`src/rtl/abejaruco_exec_pkg.sv`:
```
// Shared execution-unit definitions: divider FSM state encoding and default width.
package abejaruco_exec_pkg;

  typedef logic [1:0] div_state_t;

  localparam div_state_t DIV_IDLE   = 2'd0;
  localparam div_state_t DIV_DIVIDE = 2'd1;
  localparam div_state_t DIV_FINISH = 2'd2;

  localparam int DIVIDER_DEFAULT_WIDTH = 32;

endpackage

```
`src/rtl/divider_step.sv`:
```
// One restoring-division step: shift in one dividend bit, compare with divisor, subtract if it fits.
module divider_step #(
  parameter int WIDTH = 32
) (
  input  logic [WIDTH-1:0] rem_in,
  input  logic             bit_in,
  input  logic [WIDTH-1:0] divisor,
  output logic [WIDTH-1:0] rem_out,
  output logic             q_bit
);

  // The shifted value needs WIDTH+1 bits: with a divisor >= 2^(WIDTH-1) the
  // partial remainder can have its MSB set before the shift.
  logic [WIDTH:0]   shifted;
  logic [WIDTH-1:0] diff_lo;

  assign shifted = {rem_in, bit_in};
  assign q_bit   = (shifted >= {1'b0, divisor});
  // When the subtraction is taken the true result is below divisor, so the low bits are exact.
  assign diff_lo = shifted[WIDTH-1:0] - divisor;
  assign rem_out = q_bit ? diff_lo : shifted[WIDTH-1:0];

endmodule

```
`src/rtl/divider.sv`:
```
// Iterative restoring radix-2 divider, one quotient bit per cycle.
// Optional signed operation when DIVIDER_SIGNED_EN is defined (adds port is_signed).
module divider
  import abejaruco_exec_pkg::*;
#(
  parameter int WIDTH       = DIVIDER_DEFAULT_WIDTH,
  parameter int COUNT_WIDTH = 6
) (
  input  logic             clock,
  input  logic             reset_n,
  input  logic             start_division,
  input  logic [WIDTH-1:0] dividend,
  input  logic [WIDTH-1:0] divisor,
`ifdef DIVIDER_SIGNED_EN
  input  logic             is_signed,
`endif
  output logic [WIDTH-1:0] quotient,
  output logic [WIDTH-1:0] remainder,
  output logic             division_by_zero,
  output logic             busy,
  output logic             done,
  output logic [1:0]       debug_state
);

  // Handshake: a start_division pulse is accepted only on an edge where the
  // FSM is IDLE; done pulses for one cycle when results change, and results
  // hold until the next accepted start. No backpressure exists.

  div_state_t             state_q, state_d;
  logic [COUNT_WIDTH-1:0] count_q, count_d;
  logic [WIDTH-1:0]       dvd_q, dvd_d;
  logic [WIDTH-1:0]       dvs_q, dvs_d;
  logic [WIDTH-1:0]       prem_q, prem_d;
  logic [WIDTH-1:0]       quo_q, quo_d;
  logic                   zero_q, zero_d;
  logic                   neg_q_q, neg_q_d;
  logic                   neg_r_q, neg_r_d;
  logic [WIDTH-1:0]       q_out_q, q_out_d;
  logic [WIDTH-1:0]       r_out_q, r_out_d;
  logic                   dbz_q, dbz_d;
  logic                   done_q, done_d;

  logic                   dvd_neg, dvs_neg;
  logic [WIDTH-1:0]       dvd_mag, dvs_mag;
  logic [WIDTH-1:0]       step_rem;
  logic                   step_bit;

`ifdef DIVIDER_SIGNED_EN
  assign dvd_neg = is_signed & dividend[WIDTH-1];
  assign dvs_neg = is_signed & divisor[WIDTH-1];
`else
  assign dvd_neg = 1'b0;
  assign dvs_neg = 1'b0;
`endif

  // The unsigned core always sees magnitudes; the most-negative value maps to itself, which is correct unsigned.
  assign dvd_mag = dvd_neg ? -dividend : dividend;
  assign dvs_mag = dvs_neg ? -divisor  : divisor;

  divider_step #(
    .WIDTH (WIDTH)
  ) u_step (
    .rem_in  (prem_q),
    .bit_in  (dvd_q[WIDTH-1]),
    .divisor (dvs_q),
    .rem_out (step_rem),
    .q_bit   (step_bit)
  );

  always_comb begin
    state_d = state_q;
    count_d = count_q;
    dvd_d   = dvd_q;
    dvs_d   = dvs_q;
    prem_d  = prem_q;
    quo_d   = quo_q;
    zero_d  = zero_q;
    neg_q_d = neg_q_q;
    neg_r_d = neg_r_q;
    q_out_d = q_out_q;
    r_out_d = r_out_q;
    dbz_d   = dbz_q;
    done_d  = 1'b0;
    case (state_q)
      DIV_IDLE: begin
        if (start_division) begin
          dbz_d   = 1'b0;
          zero_d  = (divisor == '0);
          dvd_d   = dvd_mag;
          dvs_d   = dvs_mag;
          neg_q_d = dvd_neg ^ dvs_neg;
          neg_r_d = dvd_neg;
          count_d = COUNT_WIDTH'(WIDTH);
          quo_d   = '0;
          prem_d  = '0;
          if (divisor == '0) begin
            quo_d   = '1;
            prem_d  = dividend;
            state_d = DIV_FINISH;
          end else begin
            state_d = DIV_DIVIDE;
          end
        end
      end
      DIV_DIVIDE: begin
        dvd_d   = {dvd_q[WIDTH-2:0], 1'b0};
        prem_d  = step_rem;
        quo_d   = {quo_q[WIDTH-2:0], step_bit};
        count_d = count_q - 1'b1;
        if (count_q == COUNT_WIDTH'(1)) begin
          state_d = DIV_FINISH;
        end
      end
      DIV_FINISH: begin
        done_d  = 1'b1;
        dbz_d   = zero_q;
        // Divide-by-zero results are already in final form and skip the sign fix-up.
        q_out_d = (!zero_q && neg_q_q) ? -quo_q  : quo_q;
        r_out_d = (!zero_q && neg_r_q) ? -prem_q : prem_q;
        state_d = DIV_IDLE;
      end
      default: begin
        state_d = DIV_IDLE;
      end
    endcase
  end

  always_ff @(posedge clock or negedge reset_n) begin
    if (!reset_n) begin
      state_q <= DIV_IDLE;
      count_q <= '0;
      dvd_q   <= '0;
      dvs_q   <= '0;
      prem_q  <= '0;
      quo_q   <= '0;
      zero_q  <= 1'b0;
      neg_q_q <= 1'b0;
      neg_r_q <= 1'b0;
      q_out_q <= '0;
      r_out_q <= '0;
      dbz_q   <= 1'b0;
      done_q  <= 1'b0;
    end else begin
      state_q <= state_d;
      count_q <= count_d;
      dvd_q   <= dvd_d;
      dvs_q   <= dvs_d;
      prem_q  <= prem_d;
      quo_q   <= quo_d;
      zero_q  <= zero_d;
      neg_q_q <= neg_q_d;
      neg_r_q <= neg_r_d;
      q_out_q <= q_out_d;
      r_out_q <= r_out_d;
      dbz_q   <= dbz_d;
      done_q  <= done_d;
    end
  end

  assign quotient         = q_out_q;
  assign remainder        = r_out_q;
  assign division_by_zero = dbz_q;
  assign busy             = (state_q == DIV_DIVIDE);
  assign done             = done_q;
  assign debug_state      = state_q;

endmodule
```
`config.mk`:
```
export PLATFORM = sky130hd
export DESIGN_NAME = divider
export DESIGN_NICKNAME = d
export VERILOG_FILES = /design/src/rtl/abejaruco_exec_pkg.sv /design/src/rtl/divider_step.sv /design/src/rtl/divider.sv
export SDC_FILE = /design/constraint.sdc
export NUM_CORES = 1
export LEC_CHECK = 0
export ABC_AREA = 1
export CELL_PAD_IN_SITES_DETAIL_PLACEMENT = 1
export CELL_PAD_IN_SITES_GLOBAL_PLACEMENT = 1
export CORE_ASPECT_RATIO = 1.75
export CORE_UTILIZATION = 44
export CTS_CLUSTER_DIAMETER = 120
export DETAILED_ROUTE_END_ITERATION = 6
export PLACE_DENSITY = 0.89
export SYNTH_ARGS = -nofsm -noshare
export SYNTH_HDL_FRONTEND = slang
export SYNTH_HIERARCHICAL = 1
export SYNTH_SLANG_ARGS = --single-unit
```
`constraint.sdc`:
```
create_clock -name clock -period 3.8 [get_ports clock]
set_clock_uncertainty 0.1 [all_clocks]
set_input_delay 0.76 -clock clock [delete_from_list [all_inputs] [get_ports clock]]
set_output_delay 0.76 -clock clock [all_outputs]
set_load 0.005 [all_outputs]
```
* Yosys cells after proc, flatten, opt, wreduce, memory -nomap -nowiden
Index checks and enable logic that the tools add are counted.
Word-level totals: word-level logic and storage cells 45, register bits after elaboration 203, output and inout bits 69, bits of input ports 67
Cells by class: reduce and logical (&&, ||, !) cells 8, eq/ne operators 5, mux-type cells 18, magnitude comparators 1, add/sub/neg operators 2
Operators by type and width (count):
- $mux W32 | 6
- $pmux W32 S2 | 3
- $ge A33 B32 Y1 | 1
- $logic_not A32 Y1 | 1
- $sub A32 B32 Y32 | 1
- $pmux W6 S2 | 1
- $reduce_and A2 Y1 | 4
- $eq A6 B1 Y1 const B | 1
- $mux W2 | 3
- $mux W6 | 1
- $sub A6 B1 Y6 const B | 1
- $pmux W2 S2 | 1
- $reduce_bool A2 Y1 | 2
- $eq A2 B1 Y1 const B | 1
- $eq A2 B2 Y1 const B | 1
- $logic_not A2 Y1 | 1
- $mux W1 | 2
- $ne A2 B1 Y1 const B | 1
- $ne A2 B2 Y1 const B | 1
- $pmux W1 S2 | 1

* Logic depth before layout (Yosys ltp)
Gate-level depths: netlist (run 1).
depth in word-level cells 4, mapped depth 18, gate-level depth less buffers 16

* By module
Netlist (run 1), hierarchy kept.
By module, submodules not included:
- divider | cells each 924, sequential area each 5079.9 um^2, area each 8221.6 um^2, instances 1
- divider_step | cells each 647, sequential area each 0.0 um^2, area each 3160.5 um^2, instances 1

* Worst setup path before layout (run 1)
Ideal clock, no wire load.
path type reg2reg, start point register dvs_q[0], end point register prem_q[16], required time 3.579 ns, stages on the path, launching flop included 15, slack 1.666 ns, period minus slack after synthesis 2.134 ns, buffers on the path 0, arrival 1.912 ns, library setup time 0.121 ns, cell sequence dfrtp_1 -> ha_1 -> fa_1 -> inv_1 -> nand3_1 -> nand3_1 -> nand2_1 -> nand3_1 -> nand3_1 -> nand2_1 -> nand2_1 -> nand3_2 -> nand2_1 -> a22oi_1 -> nand2_1
On the way: cells in the longest elaborated chain, start to end 3, elaborated cells on any way between the ends 4, those cells by class add/sub: 1; order compare: 1; mux: 2
Ends and longest elaborated chain:
- start, declared | line divider.sv:32 | logic [WIDTH-1:0] dvs_q, dvs_d;
- start signal, assigned | line divider.sv:147 | dvs_q <= dvs_d;
- $sub A32 B32 Y32 or $ge A33 B32 Y1 (tied branches) | line divider_step.sv:20, divider_step.sv:18
- $mux W32 * | line divider_step.sv:21 | assign rem_out = q_bit ? diff_lo : shifted[WIDTH-1:0];
- via step_rem[16] | line divider.sv:45 | logic [WIDTH-1:0] step_rem;
- $pmux W32 S2 * | line divider.sv:84 | case (state_q)
- end signal, assigned | line divider.sv:148 | prem_q <= prem_d;
- end, declared | line divider.sv:33 | logic [WIDTH-1:0] prem_q, prem_d;
The timed path passes the listed nets; every way through them passes the cells marked *. A chain may end at the register's enable or synchronous reset.

* Worst setup path in the final report (run 1)
start point register prem_q[29], end point register prem_q[0]
On the way: cells in the longest elaborated chain, start to end 3
Ends and longest elaborated chain:
- $ge A33 B32 Y1 | line divider_step.sv:18 | assign q_bit = (shifted >= {1'b0, divisor});
- via step_bit | line divider.sv:46 | logic step_bit;
- $mux W32 | line divider_step.sv:21
- via step_rem[0] | line divider.sv:45
- $pmux W32 S2 | line divider.sv:84
The timed path passes the listed nets, and every way through them passes these cells.

==> results of run 1 <==
## critical path, cell delays in order (launching register included)
cell and delay, ns:
dfrtp_1 0.44, ha_1 0.44, a21o_1 0.27, nand2_1 0.07
nand2_1 0.06, a21oi_1 0.15, nand2_1 0.11, nor2_4 0.34
nand2_8 0.24, nand2_1 0.14, o21ai_0 0.10, a22oi_1 0.18
nand2_1 0.07
## placed cells by master (no fill, tap or decap), types with 4 or more instances in the layout
cell	count
ha_1	34
dfrtp_1	203
nand2_2	5
nor2_4	4
nand3_2	11
nand3b_1	12
xor2_1	13
a21oi_1	28
nor3_1	7
and2_1	8
clkbuf_16	23
clkdlybuf4s50_1	134
nand2_1	745
buf_4	10
nand3_1	123
buf_12	4
o21ai_0	10
inv_1	162
a22oi_1	54
nor2_1	68
## power breakdown
| part | switching, mW | internal (mW) | leakage, nW |
|---|---|---|---|
| Combinational | 0.0771 | 0.0672 | 4.43 |
| Sequential | 0 | 2.16 | 2.65 |
| Clock | 0.897 | 1.20 | 0.327 |
| Total | 0.975 | 3.43 | 7.40 |
## layer usage
layer  vias up  wire [um]
met5         -          0
met3        96       1328
met2       268      20110
met4         0       1741
met1      5297      14380
li1       5095          -
## flip-flops by register name (all words and copies together), names as in the netlist
signal,count
dvs_q,32
quotient,32
debug_state,2
count_q,6
done,1
division_by_zero,1
remainder,32
quo_q,32
prem_q,32
zero_q,1
dvd_q,32
## logic make-up after synthesis
kind of cell / share of synthesized area [%]
AND/OR/NAND/NOR: 36.25
buffers and inverters: 8.618
flip-flops: 44.63
AO/OA/AOI/OAI: 5.419
adder cells (fa/ha/maj): 3.913
XOR/XNOR: 1.077
multiplexers: 0.08794
## layout make-up
| class | count | area (um^2) |
|---|---|---|
| Inverter | 165 | 619.3 |
| Clock inverter | 4 | 62.56 |
| Clock buffer | 28 | 614.3 |
| Tap cell | 316 | 395.4 |
| Sequential cell | 203 | 5080 |
| Multi-Input combinational cell | 1140 | 5329 |
| Fill cell | 3219 | 11730 |
| Timing Repair Buffer | 149 | 1510 |
## per-stage QoR
step,hold WS [ns],power [mW],util [%]
final,0.1732,4.405,53.72
after global routing,0.2203,4.514,53.72
after CTS,0.1889,4.452,53.72
after detailed placement,0.3586,2.347,51.04
after global placement,0.3524,2.346,51.04
after floorplan,0.3488,2.208,-
## worst paths after layout
path / slack [ns] / cells after the start / from / endpoint
min reg2reg: 0.37 / 2 / quotient[18]$_DFFE_PN0P_ / quotient[18]$_DFFE_PN0P_
max: 0.93 / 12 / prem_q[29]$_DFFE_PN0P_ / prem_q[0]$_DFFE_PN0P_
max in group asynchronous: 2.57 / 2 / reset_n / remainder[13]$_DFFE_PN0P_
max reg2reg: 0.93 / 12 / prem_q[29]$_DFFE_PN0P_ / prem_q[0]$_DFFE_PN0P_
min in group clock: 0.37 / 2 / quotient[18]$_DFFE_PN0P_ / quotient[18]$_DFFE_PN0P_
min: 0.17 / 1 / reset_n / dvs_q[6]$_DFFE_PN0P_
==> summary by stage, run 1 <==
Pwr
The leakage power total is 7.400 nW. Across the VDD grid, the largest voltage drop is about 0.34 mV. For this design the ratio of total power to cell area is ~320 nW/um^2.

GRT
The fraction of met3 tracks used by global routing is 3.079%. The met1 layer usage reported by global route is about a third. Global routing used 29.40% of the available tracks. For this run, global-route usage on met2 was measured as 53.78%. The total overflow left after global routing is 0. The initial antenna violation count came to 0.

The via count of the first global-routing pass is 11660. In this run the most used layer during global routing was met2. The largest net degree at the start of global routing is 99. The first-pass GRT wire length is 60590 um.

Final layout
Cells with a size suffix above 1 make up about 4.4% of the layout. The final antenna diode count is 0. The layout net count is 1783. The design area is ~14000 um^2. The non-filler instance count after layout is 2005. The area growth from synthesis to final layout is 19.58%.

CTS
In this run, CTS created clock tree buffers numbering 22. The number of levels in the clock H-tree is 1. The tree is rooted in a clkbuf_16. The clock slew at the register clock pins of the worst setup and hold paths is 0.07 ns. The clock insertion delay at the later pin of the skew report is 0.52 ns. The number of buffers inserted by hold repair at cts is 0. The tree built by TritonCTS fans out to 203 sinks. In this run, post-CTS repair resized a total of 0 instances. The TritonCTS clock tree is built. The post-CTS repair timing setup buffer count is 0.

No sink is reached through more buffers than the 3 on the longest clock path.

Synthesis
The part of the Yosys area used for sequential elements is 44.63%. Yosys printed 6 warnings. Averaged over all synthesized cells, the footprint is 7.245 um^2.

Synthesis produced a netlist whose cell count is 1571. Of the post-synthesis cell area, the dominant cell type holds roughly 45%. By count the netlist is led by 745 x nand2_1, 203 x dfrtp_1, 163 x inv_1.

In this run the cell area of the synthesized design comes to 11380 um^2. The post-synthesis async set-or-reset flop share is 100.0%. The most repeated cell in the gate-level netlist after synthesis is nand2_1. In this run, distinct cell masters in the synthesized netlist total 34. The number of flops mapped to enable cells by yosys is 0.

Counting flops and latches in the post-synthesis netlist gives 203. The dominant cell type by area after synthesis is dfrtp_1. In the synthesized netlist the dominant register cell turns out to be dfrtp_1. By area the synthesized netlist is led by dfrtp_1 45%, nand2_1 25%, nand3_1 5.4%.

When the netlist entered floorplanning its net count stood at ~1700.

Min path
The min-delay analysis places its worst path in the category in -> async.

Routing
The first routing iteration left 549 violations. The number of vias after detailed routing is about 11000. The total wire length after detailed routing is 37570 um. The count of nets left with antenna violations once routing finished came out at 0. The first-pass iteration count of the detailed router is 5.

After detailed routing, the number of remaining DRC violations is 0. After detailed routing, the number of vias per cell comes to 5.365. The average wire per cell in the routed design is 18.74 um.

Placed design
The weighted congestion at the end of routability-driven global placement is 0.8883. Prior to clock tree synthesis, the placed netlist has a worst setup slack of 0.9242 ns. The detailed placer's ending HPWL is between 20000 and 30000 um.

Port buffering added around 140 buffers. In this run the cell area measured after placement is 12930 um^2. In this run, placement finished with an instance count of 1973.

STA
At the pin with the least slew margin, the transition time is 1.152 ns. The fraction of the cycle the final worst path needs is about three quarters. Setup repair after global routing left no endpoint under its margin. The post-layout minimum cycle time is about 2.9 ns. The setup TNS is 0 ns.

The remaining max-slew budget at the tightest pin is 23.10%. The number of endpoints with negative hold slack in the final report is 0. The final count of pins violating max slew is 0. The achievable clock frequency is ~350 MHz.

The final worst slack is 0.9283 ns. Setup violations remaining at the end of the flow were counted as 0.

Die
The floorplan has 77 rows. The total area inside the core boundary comes to about 25000 um^2. The floorplan die width is approximately 120 um. The initial utilization of the core area, before any placement, comes to 44.92%.

The die is 214.8 um tall. The die covers 26540 um^2. For this design the top-level I/O count stands at 136.

Worst setup path
The worst setup path is of the reg -> reg kind. In this run the worst path has a maximum fanout of 35. The worst setup path is captured at a flop. The data required time of the critical path is 4.10 ns. Data arrives at the worst endpoint at 3.17 ns. STA classifies the critical path startpoint as a flop.

Flow run
Max-cap violations in this run came to 0.

Status
The flow ran to the end, and the final reports show no timing, DRC or antenna violations.
Power figures use the tool's default switching activity.
==> run 2: changes to the inputs <==
- CORE_UTILIZATION: 44 -> 41
- PLACE_DENSITY: 0.89 -> 0.83
- clock period: 3.8 -> 2.85 ns (I/O delays scaled with it)
==> run 2 against run 1 <==
Effect of this change: sequential share of layout area decreased by 0.55 points; register-to-register slack got worse by 0.75 ns; setup slack got worse by 0.75 ns; power increased by 32%; die area increased by 7.2%; critical endpoint is now prem_q[7]$_DFFE_PN0P_; largest power group unchanged; routed wire length decreased by 3.2%; largest cell class unchanged; flip-flop and latch count unchanged.
==> summary by stage, run 2 (same netlist as run 1, synthesis figures left out) <==
Status
Status: complete, no violations (unchanged).

Final layout
The layout net count was 1793 (was 1783). Commonest cells after routing, fill and taps aside: 744 x nand2_1, 203 x dfrtp_1, 162 x inv_1 (was 745 x nand2_1, 203 x dfrtp_1, 162 x inv_1). The final antenna diode count is 0 (unchanged). The most common library cell in the layout ignoring fill and taps is nand2_1 (unchanged). The share of cells above drive strength 1 is 5.347% (was 4.440%). The area growth from synthesis to final layout is 21.37% (was 19.58%).

The non-filler instance count after layout came to 2071 (was 2005). The fill cell total of the finished layout is 3451 (was 3219).

Worst setup path
The delay contributed by the slowest stage of the critical path was 0.44 ns (about the same). The kind of end point of the critical path was a flop (unchanged). Ordered list of cells on the worst path: ha_1, nand2_2, inv_1, nand2_1, nand2_1, nand2_1, nand3_2, nand2_2, nand2_2, nand2_4, buf_4, nand3_1, nand2_1, a22oi_1, nand2_1 (was ha_1, a21o_1, nand2_1, nand2_1, a21oi_1, nand2_1, nor2_4, nand2_8, nand2_1, o21ai_0, a22oi_1, nand2_1).

The family of cells with the greatest summed delay on the critical path is simple AND/OR/NAND/NOR gates (unchanged). The most numerous cell on the critical path is nand2_1 (unchanged). The data required time of the critical path is 3.19 ns (was 4.10 ns). The start point of the critical path is prem_q[2]$_DFFE_PN0P_ (was prem_q[29]$_DFFE_PN0P_). The slowest cell on the critical path is dfrtp_1 (unchanged). The beginning of the worst register-to-register path was prem_q[2]$_DFFE_PN0P_ (was prem_q[29]$_DFFE_PN0P_).

The top fanout value on the critical path was 30 (was 35). The worst path buffer plus inverter count came to 2 (was 0). The nature of the critical path startpoint is a flop (unchanged).

The classification of the worst setup path is reg -> reg (unchanged). The signal arrival time at the worst endpoint is 3.01 ns (was 3.17 ns).

GRT
The initial antenna violation count was 0 (unchanged). The overall overflow remaining after global route is 0 (unchanged). The via count of the first global-routing pass is 11320 (was 11660). The total routing resource utilization after global routing was 26.43% (was 29.40%).

The largest net degree at the start of global routing is 74 (was 99). The first-pass GRT wire length came to 58590 um (was 60590 um).

Routing
The total wire length after detailed routing came to 36360 um (was 37570 um). The total DRC errors in the routed layout is 0 (unchanged). The number of vias after detailed routing is 10550 (was 10760). The number of DRC markers in iteration 0 is 408 (was 549). The number of nets with antenna violations after detailed routing is 0 (unchanged).

The first-pass iteration count of the detailed router is 5 (unchanged). The average wire per cell in the routed design is 17.55 um (was 18.74 um). The via density per instance is 5.092 (was 5.365).

STA
The fraction of the cycle the final worst path needs was 93.74% (was 75.57%). The final count of pins violating max slew is 0 (unchanged). The post-layout minimum cycle time is 2.671 ns (was 2.872 ns). The achievable clock frequency came to 374.3 MHz (was 348.2 MHz). The setup TNS came to 0 ns (unchanged). The slew at the pin closest to its max-slew limit came to 0.5467 ns (was 1.152 ns). The remaining max-slew budget at the tightest pin is 63.55% (was 23.10%).

The final count of negative-setup-slack endpoints was 0 (unchanged). Unrepaired setup endpoints after global routing: no (unchanged). The number of endpoints with negative hold slack in the final report is 0 (unchanged).

Die
The starting density of the core came to 41.81% (was 44.92%). The number of I/O pins is 136 (unchanged). The floorplan die width is 128.0 um (was 123.6 um). The placeable core region was 27230 um^2 (was 25340 um^2). The number of cell rows is 80 (was 77). The die boundary height came to 222.4 um (was 214.8 um).

The full die area is 28460 um^2 (was 26540 um^2).

CTS
The clock slew at the register clock pins of the worst setup and hold paths is 0.06 ns (was 0.07 ns). The clock sink count was 203 (unchanged). The clock insertion delay at the later pin of the skew report is 0.51 ns (was 0.52 ns). The maximum root-to-sink buffer count is 3 (unchanged). The number of clock buffers inserted by TritonCTS is 21 (was 22).

The clock tree root driver cell is clkbuf_16 (unchanged). The TritonCTS clock tree is built (unchanged). The number of levels in the clock H-tree was 1 (unchanged).

The post-CTS repair timing setup buffer count is 0 (unchanged).

Pwr
The power per cell area came to 422.0 nW/um^2 (was 323.7 nW/um^2). The power after layout is 5.829 mW (was 4.405 mW). The leakage power total came to 7.467 nW (was 7.400 nW). The worst vdd rail ir drop is 0.4097 mV (was 0.3377 mV).

Min path
The path type of the worst min-delay path is reg -> reg (was in -> async). The startpoint identified for the worst hold timing path is quotient[10]$_DFFE_PN0P_.

Placed design
The detailed placer's ending HPWL is 27180 um (was 27690 um). The weighted congestion at the end of routability-driven global placement is 0.9331 (was 0.8883). The number of buffers inserted by port buffering came to 135 (unchanged).

The number of instances in the placed design is 2036 (was 1973).

Flow run
The count of max-cap constraint violations is 0 (unchanged).
==> run 2: timing repair <==
action                     4_1_cts  5_1_grt
hold endpoints to repair        56        0
setup endpoints to repair        0       15
hold buffers                     1        0
resized for setup                0        3
==> run 2: report_power, final <==
group	total, mW	internal, mW	leakage, nW	switching, mW
combinational	0.192	0.0935	4.50	0.0985
clock	2.76	1.59	0.325	1.17
sequential	2.88	2.88	2.65	0
total	5.83	4.56	7.47	1.27
==> run 2: metal layers <==
metal | part of all wire [%] | global-route usage (%)
met2 | 54 | 49.77
met5 | 0 | 0
met1 | 40 | 30.40
met3 | 2.4 | 1.999
met4 | 3.7 | 10.40
==> run 2: layout make-up <==
class	count	area [um^2]	share of cell area, %
clock buffers	25	560.5	4.058
clock inverters	9	111.4	0.8061
inverters	165	619.3	4.483
multi-input cells	1140	5336	38.63
flip-flops and latches	203	5080	36.77
well taps	369	461.7	3.342
repair buffers	160	1645	11.91
==> run 2: final timing paths <==
kind                                            end  slack, ns  cells after the start
min in group asynchronous      quo_q[7]$_DFFE_PN0P_       0.51                      2
max reg2reg                   prem_q[7]$_DFFE_PN0P_       0.18                     15
min                        quotient[10]$_DFFE_PN0P_       0.37                      2
min reg2reg                quotient[10]$_DFFE_PN0P_       0.37                      2
max in group asynchronous      dvs_q[9]$_DFFE_PN0P_       1.42                      3
max                           prem_q[7]$_DFFE_PN0P_       0.18                     15
==> run 2: worst reg2reg max path: stages, from the launching register on <==
cell and delay [ns]:
dfrtp_1 0.44, ha_1 0.43, nand2_2 0.18, inv_1 0.05, nand2_1 0.09, nand2_1 0.06, nand2_1 0.07, nand3_2 0.13
nand2_2 0.13, nand2_2 0.08, nand2_4 0.09, buf_4 0.33, nand3_1 0.15, nand2_1 0.11, a22oi_1 0.08, nand2_1 0.09
==> run 2: metrics by stage <==
step | area, um^2 | hold slack (ns) | setup WS [ns] | util [%]
after detailed placement | 13130 | 0.3588 | 0.2130 | 48.21
final | 13810 | 0.3718 | 0.1785 | 50.74
after CTS | 13810 | 0.3757 | 0.1641 | 50.71
after floorplan | 11380 | 0.1744 | 0.7162 | -
after global routing | 13810 | 0.3965 | 0.001593 | 50.74
after global placement | 13130 | 0.3526 | 0.2433 | 48.21
==> run 3: changes to the inputs <==
==> constraint.sdc (replaced) <==
create_clock -name clock -period 2.85 [get_ports clock]
set_clock_uncertainty 0.1 [all_clocks]
set_input_delay 0.855 -clock clock [delete_from_list [all_inputs] [get_ports clock]]
set_output_delay 0.855 -clock clock [all_outputs]
set_load 0.005 [all_outputs]
==> run 3 against run 2 <==
Effect of this change: register-to-register slack worse by 0.06 ns; flip-flop and latch count unchanged; critical path depth fell by 12; sequential power about the same; critical path type is now reg -> out.
==> summary by stage, run 3 (same netlist as run 1, synthesis figures left out) <==
Status
Status: complete, no violations (unchanged).

Worst setup path
The beginning of the worst register-to-register path is prem_q[21]$_DFFE_PN0P_ (was prem_q[2]$_DFFE_PN0P_). The kind of end point of the critical path is a primary output (was flop). Ordered list of cells on the worst path: nand2_4, inv_2, clkdlybuf4s50_1 (was ha_1, nand2_2, inv_1, nand2_1, nand2_1, nand2_1, nand3_2, nand2_2, nand2_2, nand2_4, buf_4, nand3_1, nand2_1, a22oi_1, nand2_1). The classification of the worst setup path is reg -> out (was reg -> reg). The nature of the critical path startpoint is a flop (unchanged). The delay contributed by the slowest stage of the critical path is 0.53 ns (was 0.44 ns). The start point of the critical path is debug_state[0]$_DFFE_PN0P_ (was prem_q[2]$_DFFE_PN0P_). The signal arrival time at the worst endpoint was 1.83 ns (was 3.01 ns). The worst path buffer plus inverter count is 2 (unchanged). The family of cells with the greatest summed delay on the critical path is buffers and inverters (was simple AND/OR/NAND/NOR gates). The top fanout value on the critical path came to 9 (was 30). The data required time of the critical path is 1.90 ns (was 3.19 ns). The slowest cell on the critical path is dfrtp_1 (unchanged).

Pwr
The leakage power total is 7.496 nW (was 7.467 nW). The worst vdd rail ir drop is 0.4180 mV (was 0.4097 mV). The power per cell area is 415.2 nW/um^2 (was 422.0 nW/um^2).

Placed design
The weighted congestion at the end of routability-driven global placement came to 0.9353 (was 0.9331). The detailed placer's ending HPWL is 27300 um (was 27180 um). The number of buffers inserted by port buffering is 135 (unchanged).

The total placed instance area was 13180 um^2 (was 13130 um^2). The worst setup timing slack at the placement stage is 0.1103 ns (was 0.2130 ns).

Routing
The total DRC errors in the routed layout was 0 (unchanged). The via density per instance came to 5.135 (was 5.092). The number of nets with antenna violations after detailed routing is 0 (unchanged).

The number of DRC markers in iteration 0 is 451 (was 408). The average wire per cell in the routed design is 17.71 um (was 17.55 um). The number of vias after detailed routing is 10680 (was 10550). The total wire length after detailed routing is 36830 um (was 36360 um).

The first-pass iteration count of the detailed router is 4 (was 5).

Final layout
The most common library cell in the layout ignoring fill and taps is nand2_1 (unchanged). The fill cell total of the finished layout was 3470 (was 3451). The final antenna diode count is 0 (unchanged). The area used by multi-input combinational logic is 5343 um^2 (was 5336 um^2). The share of cells above drive strength 1 came to 5.848% (was 5.347%).

The design area is 13850 um^2 (was 13810 um^2). Commonest cells after routing, fill and taps aside: 745 x nand2_1, 203 x dfrtp_1, 161 x inv_1 (was 744 x nand2_1, 203 x dfrtp_1, 162 x inv_1). The layout net count came to 1798 (was 1793). The area growth from synthesis to final layout is 21.66% (was 21.37%). The sequential cell area is 5080 um^2 (unchanged).

STA
The number of endpoints with negative hold slack in the final report was 0 (unchanged). The setup TNS is 0 ns (unchanged). The remaining max-slew budget at the tightest pin is 52.51% (was 63.55%).

The post-layout minimum cycle time is 2.789 ns (was 2.671 ns). The tightest hold margin came to 0.2193 ns (was 0.3718 ns). The achievable clock frequency is 358.5 MHz (was 374.3 MHz). The final count of pins violating max slew is 0 (unchanged). The final count of negative-setup-slack endpoints was 0 (unchanged). Unrepaired setup endpoints after global routing: no (unchanged). The slew at the pin closest to its max-slew limit was 0.7123 ns (was 0.5467 ns). The fraction of the cycle the final worst path needs is 97.87% (was 93.74%). The final worst slack is 0.06083 ns (was 0.1785 ns).

Die
The full die area is 28460 um^2 (unchanged). The die boundary height is 222.4 um (unchanged). The starting density of the core is 41.81% (unchanged). The placeable core region is 27230 um^2 (unchanged). The floorplan die width is 128.0 um (unchanged). The number of I/O pins is 136 (unchanged). The number of cell rows is 80 (unchanged).

CTS
The post-CTS repair timing setup buffer count is 0 (unchanged). The number of clock buffers inserted by TritonCTS came to 20 (was 21). The clock slew at the register clock pins of the worst setup and hold paths is 0.07 ns (was 0.06 ns). The maximum root-to-sink buffer count is 3 (unchanged). The clock tree root driver cell was clkbuf_16 (unchanged).

The clock insertion delay at the later pin of the skew report is 0.51 ns (about the same). The clock sink count is 203 (unchanged). The TritonCTS clock tree is built (unchanged).

The post-CTS resize count came to 1 (was 0). The number of buffers inserted by hold repair at cts came to 0 (was 1). The number of levels in the clock H-tree is 1 (unchanged).

GRT
The initial antenna violation count came to 0 (unchanged). The largest net degree at the start of global routing came to 99 (was 74). The via count of the first global-routing pass came to 11430 (was 11320). The first-pass GRT wire length was 59100 um (was 58590 um).

The overall overflow remaining after global route is 0 (unchanged). The total routing resource utilization after global routing is 26.64% (was 26.43%).

Min path
The path type of the worst min-delay path is in -> async (was reg -> reg).

Flow run
The count of max-cap constraint violations is 0 (unchanged).
## run 3: path summary, 6_finish.rpt
check,end,slack [ns],cells past startpoint
min,quo_q[1]$_DFFE_PN0P_,0.22,1
min reg2reg,quotient[6]$_DFFE_PN0P_,0.37,2
max in group asynchronous,prem_q[16]$_DFFE_PN0P_,1.69,2
min in group clock,quotient[6]$_DFFE_PN0P_,0.37,2
max reg2reg,prem_q[25]$_DFFE_PN0P_,0.12,12
max,busy,0.06,3
## run 3: routing by layer
layer  vias up  global-route usage [%]  wire length [um]
li1       5138                       -                 -
met4         0                   10.47              1351
met3        70                   2.167              1029
met2       228                   51.54             20500
met5         -                       0                 0
met1      5240                   29.32             13950
## run 3: layout make-up
type / count / share of cell area, %
Inverter: 165 / 4.473
Sequential cell: 203 / 36.69
Clock buffer: 25 / 4.048
Multi-Input combinational cell: 1140 / 38.58
Tap cell: 369 / 3.334
Clock inverter: 11 / 0.6867
Timing Repair Buffer: 166 / 12.19
## run 3: worst register-to-register path: cells and delay by family (launching register included)
family	cells	cell delay, ns
AND/OR/NAND/NOR	9	1.26
flip-flops	1	0.48
adder cells (fa/ha/maj)	1	0.44
AO/OA/AOI/OAI	1	0.20
buffers and inverters	1	0.12
## run 3: through the flow
step | total power, mW | utilization (%) | std cells
floorplan | 2.944 | - | 1571
global placement | 3.131 | 48.40 | 2043
detailed placement | 3.133 | 48.40 | 2043
CTS | 5.820 | 50.83 | 2079
global route | 5.912 | 50.86 | 2079
finish | 5.749 | 50.86 | 2079
## run 3: power by group
part / total [mW] / switching (mW) / internal [mW]
clock network: 2.67 / 1.17 / 1.50
logic: 0.196 / 0.103 / 0.0933
registers: 2.88 / 0 / 2.88
